**src/rtl/shifter_seq_unit.sv**
```systemverilog
// Iterative shifter/rotator: one bit position per clock with a START/BUSY/DONE handshake.
// Supports ROR, ROL, LSR, LSL and ASR; MODE 101-111 passes A through unchanged.
module shifter_seq_unit #(
  parameter int unsigned WIDTH = 8,
  parameter int unsigned AMT_W = $clog2(WIDTH)
) (
  input  logic             CLK,
  input  logic             RST,
  input  logic             START,
  input  logic [WIDTH-1:0] A,
  input  logic [AMT_W-1:0] AMT,
  input  logic [2:0]       MODE,
  output logic [WIDTH-1:0] C,
  output logic             CARRY,
  output logic             BUSY,
  output logic             DONE
);

  typedef enum logic [1:0] {StIdle, StShift, StFinish} state_e;

  localparam logic [AMT_W-1:0] AmtZero = '0;
  localparam logic [AMT_W-1:0] AmtOne  = AmtZero + 1'b1;

  state_e           state_q, state_d;
  logic [WIDTH-1:0] work_q, work_d;
  logic [WIDTH-1:0] c_q, c_d;
  logic [AMT_W-1:0] cnt_q, cnt_d;
  logic [2:0]       mode_q, mode_d;
  logic             carry_q, carry_d;
  logic [WIDTH-1:0] step_val;
  logic             step_co;
  logic             pass;

  // Modes 101..111 behave as a zero-length shift whatever AMT says.
  assign pass = MODE[2] & (MODE[1:0] != 2'b00);

  always_comb begin
    step_val = work_q;
    step_co  = 1'b0;
    case (mode_q)
      3'b000: begin
        step_val = {work_q[0], work_q[WIDTH-1:1]};
        step_co  = work_q[0];
      end
      3'b001: begin
        step_val = {work_q[WIDTH-2:0], work_q[WIDTH-1]};
        step_co  = work_q[WIDTH-1];
      end
      3'b010: begin
        step_val = {1'b0, work_q[WIDTH-1:1]};
        step_co  = work_q[0];
      end
      3'b011: begin
        step_val = {work_q[WIDTH-2:0], 1'b0};
        step_co  = work_q[WIDTH-1];
      end
      3'b100: begin
        step_val = {work_q[WIDTH-1], work_q[WIDTH-1:1]};
        step_co  = work_q[0];
      end
      default: begin
        step_val = work_q;
        step_co  = 1'b0;
      end
    endcase
  end

  always_comb begin
    state_d = state_q;
    work_d  = work_q;
    cnt_d   = cnt_q;
    mode_d  = mode_q;
    c_d     = c_q;
    carry_d = carry_q;
    unique case (state_q)
      StIdle: begin
        if (START) begin
          work_d = A;
          mode_d = MODE;
          cnt_d  = AMT;
          if (pass || (AMT == AmtZero)) begin
            state_d = StFinish;
            cnt_d   = AmtZero;
            c_d     = A;
            carry_d = 1'b0;
          end else begin
            state_d = StShift;
          end
        end
      end
      StShift: begin
        work_d = step_val;
        cnt_d  = cnt_q - AmtOne;
        // The final step's result goes straight to the output registers.
        if (cnt_q == AmtOne) begin
          state_d = StFinish;
          c_d     = step_val;
          carry_d = step_co;
        end
      end
      StFinish: state_d = StIdle;
      default:  state_d = StIdle;
    endcase
  end

  always_ff @(posedge CLK or posedge RST) begin
    if (RST) begin
      state_q <= StIdle;
      work_q  <= '0;
      cnt_q   <= '0;
      mode_q  <= '0;
      c_q     <= '0;
      carry_q <= 1'b0;
    end else begin
      state_q <= state_d;
      work_q  <= work_d;
      cnt_q   <= cnt_d;
      mode_q  <= mode_d;
      c_q     <= c_d;
      carry_q <= carry_d;
    end
  end

  assign C     = c_q;
  assign CARRY = carry_q;
  assign BUSY  = (state_q == StShift);
  assign DONE  = (state_q == StFinish);

endmodule

```
**config.mk**
```make
export PLATFORM = sky130hd
export DESIGN_NAME = shifter_seq_unit
export DESIGN_NICKNAME = d
export VERILOG_FILES = /design/src/rtl/shifter_seq_unit.sv
export SDC_FILE = /design/constraint.sdc
export NUM_CORES = 1
export LEC_CHECK = 0
export CAP_MARGIN = 20
export CORE_MARGIN = 1.5
export CORE_UTILIZATION = 51
export DETAILED_ROUTE_END_ITERATION = 7
export GPL_TIMING_DRIVEN = 0
export PLACE_DENSITY = 0.81
export SKIP_CTS_REPAIR_TIMING = 1
export SLEW_MARGIN = 20
export SYNTH_ARGS = -nofsm -noshare
export SYNTH_HDL_FRONTEND = slang
export SYNTH_SLANG_ARGS = --single-unit
```
**constraint.sdc**
```tcl
create_clock -name CLK -period 2.25 [get_ports CLK]
set_clock_uncertainty 0.15 [all_clocks]
set_input_delay 0.5625 -clock CLK [delete_from_list [all_inputs] [get_ports CLK]]
set_output_delay 0.5625 -clock CLK [all_outputs]
set_load 0.01 [all_outputs]
```
**Word-level counts from Yosys, hierarchy flattened**

Cells that the tools add are included.
Widths: inputs -> output; s select.

- Bits in registers: 25
- Bits of input ports: 17
- Output and inout port bits: 11

- Add/subtract/negate cells: 1
- Equality and inequality tests: 10
- Multiplexer cells: 19
- Bitwise logic cells: 1
- Reduce and logical (&&, ||, !) cells: 12

Operators by type and width:

| operator | count |
|---|---|
| $pmux 8 s5 | 1 |
| $mux 8 | 4 |
| $pmux 8 s2 | 2 |
| $eq 3x1->1 const B | 2 |
| $eq 3x2->1 const B | 2 |
| $logic_not 3->1 | 2 |
| $mux 2 | 3 |
| $mux 3 | 2 |
| $pmux 3 s2 | 1 |
| $reduce_and 2->1 | 3 |
| $ne 2x2->1 const B | 2 |
| $pmux 1 s2 | 2 |
| $pmux 2 s2 | 1 |
| $reduce_and 4->1 | 1 |
| $reduce_bool 2->1 | 2 |
| $eq 3x3->1 const B | 1 |
| $mux 1 | 3 |
| $reduce_or 3->1 | 1 |
| $sub 3x1->3 const B | 1 |
| $eq 2x1->1 const B | 1 |
| $eq 2x2->1 const B | 1 |
| $logic_not 2->1 | 1 |
| $ne 2x1->1 const B | 1 |
| $reduce_or 2->1 | 1 |
| 2 further kinds | 2 |

**Longest topological paths before layout**

- Depth in word-level cells: 6
- Mapped depth: 7
- Mapped depth without buffers: 6

**Least setup slack after synthesis**

OpenSTA, ideal clock, no wires.

- Path kind: input to register
- Start: input AMT[0]
- End: register c_q[0] (netlist: C[0])
- Setup time: 0.125 ns
- Arrival: 1.666 ns
- Data required time: 1.975 ns
- Setup slack: 0.309 ns
- Stages on the path: 4
- Buffers on the path: 1
- Cells stage by stage: o311a_1 > nor4_2 > buf_6 > mux2_4

- Word-level cells in the longest chain between the ends: 4

RTL lines:

| element | line | text |
|---|---|---|
| start, declared | 11 | `input logic [AMT_W-1:0] AMT,` |
| $logic_not 3->1 | 81 | `if (pass \|\| (AMT == AmtZero)) begin` |
| $logic_or 1x1->1 | 81 |  |
| $ne 2x2->1 (no line) | - |  |
| $reduce_and 4->1 (no line) | - |  |
| end signal, assigned | 112 | `c_q <= '0;` |
| end signal, assigned | 119 | `c_q <= c_d;` |
| end, declared | 26 | `logic [WIDTH-1:0] c_q, c_d;` |

No other way between the ends.
A chain may end at the register's enable or synchronous reset.

**Final worst setup path**

- Start: register state_q[1]
- End: output DONE

- Word-level cells in the longest chain between the ends: 1

RTL lines:

| element | line | text |
|---|---|---|
| start, declared | 24 | `state_e state_q, state_d;` |
| start signal, assigned | 108 | `state_q <= StIdle;` |
| start signal, assigned | 115 | `state_q <= state_d;` |
| $eq 2x2->1 | 127 | `assign DONE = (state_q == StFinish);` |
| end, declared | 16 | `output logic DONE` |

No other way between the ends.

==> out/results.txt <==
Run status: complete, no violations
CTS HTree Levels: 1
Final wirelength: 3.37 mm
Setup WS post-layout: 0.0504 ns
Worst Tran Pin Value: 0.486 ns
Final Wtd Congestion: 0.905
Final count of pins violating max slew: 0
Crit path launch type: register
Worst-path clk slew: 0.14 ns
Initial core utilization: 0.531
Die Span Y: 56.1 µm
CP required: 1.54 ns
Hold WS: 0.362 ns
Clock root cell: clkbuf_4
Final hold vios: 0
Die Wd: 56.1 µm
Distinct cells, synth: 33
Fin cells: 215
Minimum clock period: 2.20 ns
Avg Vias per Cell: 5.70
Finished Core Util: 0.664
Antenna violations before repair: 0
Std cell rows: 19
First-pass GRT wire length: 5.81 mm
Worst skew pair latency: 0.32 ns
IO Port Bufs: 27
FF+latch count, synth: 25
Cell area power density: 1440 mW/mm²
Inst Count DP: 210
DP Worst Slack: -0.258 ns
Most frequently used flop master after synthesis: dfrtp_1
Post-synthesis sequential area ratio: 0.435
Fmax: 455 MHz
Critical path peak fanout: 9
Worst Setup End Kind: output port
Syn Inst Count: 152
Global Route Usage Sum: 0.229
Commonest non-fill, non-tap cells in the layout: clkdlybuf4s50_1, dfrtp_1, inv_1, mux2i_1, a21oi_1
Final setup TNS: 0 ns
DR pass1 iterations: 4
Post-DRT Antenna Nets: 0
Layout cells sized above 1: 0.125
Ant. Diodes: 0
Mapped Area: 0.00144 mm²
Nets@finish: 204
CTS tree: done
Filler instances: 243
Leak Pwr: 0.801 nW
Overflow after GRT: 0
Data arrival, critical path: 1.49 ns
Average size of a mapped cell: 9.47 µm²
Drt first-iter violations: 71
Crit Path Category: reg2out
Area Overhead vs Synth: 25.0%
I/O pins: 28
DRC Markers: 0
Syn Nets: 171
Core ar.: 0.00271 mm²
Max-cap violations: 0
Largest net degree at the start of global routing: 26
Hold WC Path Type: in2async
CTS Sinks: 25
Max rail drop VDD: 0.939 mV
Async SR Flop Fraction: 1.00
Clock tree buffer depth: 2
Worst relative slew slack: 0.676
Die footprint: 0.00315 mm²
Vias in the first global route: 1336
Syn. warnings: 0
Unrepaired setup endpoints after global routing: false
Commonest non-fill, non-tap cell in the layout: clkdlybuf4s50_1
Vias: 1225
Total CTS buffers: 3
HPWL Detailed: 2.33 mm
Number of enable flip-flop cells after synthesis: 0
Drt wl/cell: 15.7 µm
Setup-failing EPs final: 0
Final worst-path cycle share: 0.978
[metal layers]
layer	global-route usage	part of all wire
met1	0.283	0.44
met2	0.410	0.51
met3	0.0279	0.042
met4	0.0816	0.0098
met5	0	0
[stage by stage]
| stage | area [µm²] | total power, mW |
|---|---|---|
| 3_5_place_dp | 1750 | 2.37 |
| 5_1_grt | 1800 | 2.80 |
| 6_report | 1800 | 2.60 |
| 3_3_place_gp | 1750 | 2.29 |
| 2_1_floorplan | 1440 | 1.89 |
| 4_1_cts | 1770 | 2.58 |
[flip-flops by register name (all words and copies together) (netlist names)]
name,flops
state_q,2
CARRY,1
C,8
work_q,8
mode_q,3
cnt_q,3
[worst max-delay path: stages, from the launching register on]
cell and delay (ns):
dfrtp_1 0.37, buf_6 0.13, nor2b_1 0.13, clkdlybuf4s50_1 0.53
[power breakdown]
| part | internal, mW | switching [mW] | total (mW) |
|---|---|---|---|
| Sequential | 0.675 | 0.199 | 0.875 |
| Clock | 0.0695 | 0.138 | 0.208 |
| Combinational | 0.747 | 0.770 | 1.52 |
| Total | 1.49 | 1.11 | 2.60 |
[cell type report]
class,instances,area [µm²],area share
well taps,31,38.8,0.0216
plain buffers,9,56.3,0.0313
flip-flops and latches,25,626,0.348
clock buffers,4,26.3,0.0146
multi-input cells,103,703,0.391
inverters,15,61.3,0.0341
repair buffers,28,288,0.160
[synthesized netlist by cell type (all sizes together) (3+ instances only)]
| cell | instances | area [µm²] |
|---|---|---|
| buf | 6 | 42.5 |
| a221oi | 4 | 35.0 |
| nor2b | 5 | 31.3 |
| a21oi | 13 | 65.1 |
| clkbuf | 3 | 11.3 |
| nand2b | 3 | 18.8 |
| nor2 | 13 | 58.8 |
| mux2 | 6 | 75.1 |
| o21ai | 8 | 40.0 |
| dfrtp | 25 | 626 |
| and2 | 3 | 18.8 |
| a31oi | 6 | 37.5 |
| inv | 15 | 56.3 |
| nor3 | 6 | 30.0 |
| nand2 | 8 | 30.0 |
| mux2i | 14 | 140 |
[logic make-up after synthesis]
logic type	count (synthesis)	share of synthesized area
adders and majority gates	2	0.0174
DFF	25	0.435
and+or+nand+nor	42	0.150
buffers and inverters	24	0.0765
AOI/OAI and AO/OA	39	0.171
muxes	20	0.150
[path summary, 6_finish.rpt]
kind | start | endpoint | slack, ns | cells after the start
setup / recovery | state_q[1] | DONE | 0.05 | 3
hold / removal | RST | mode_q[0] | 0.36 | 2
setup reg to reg | cnt_q[1] | C[7] | 0.36 | 7
hold reg to reg | C[2] | C[2] | 0.38 | 2
max in group asynchronous | RST | work_q[0] | 1.14 | 3
min in group CLK | C[2] | C[2] | 0.38 | 2
Power figures use the tool's default switching activity.
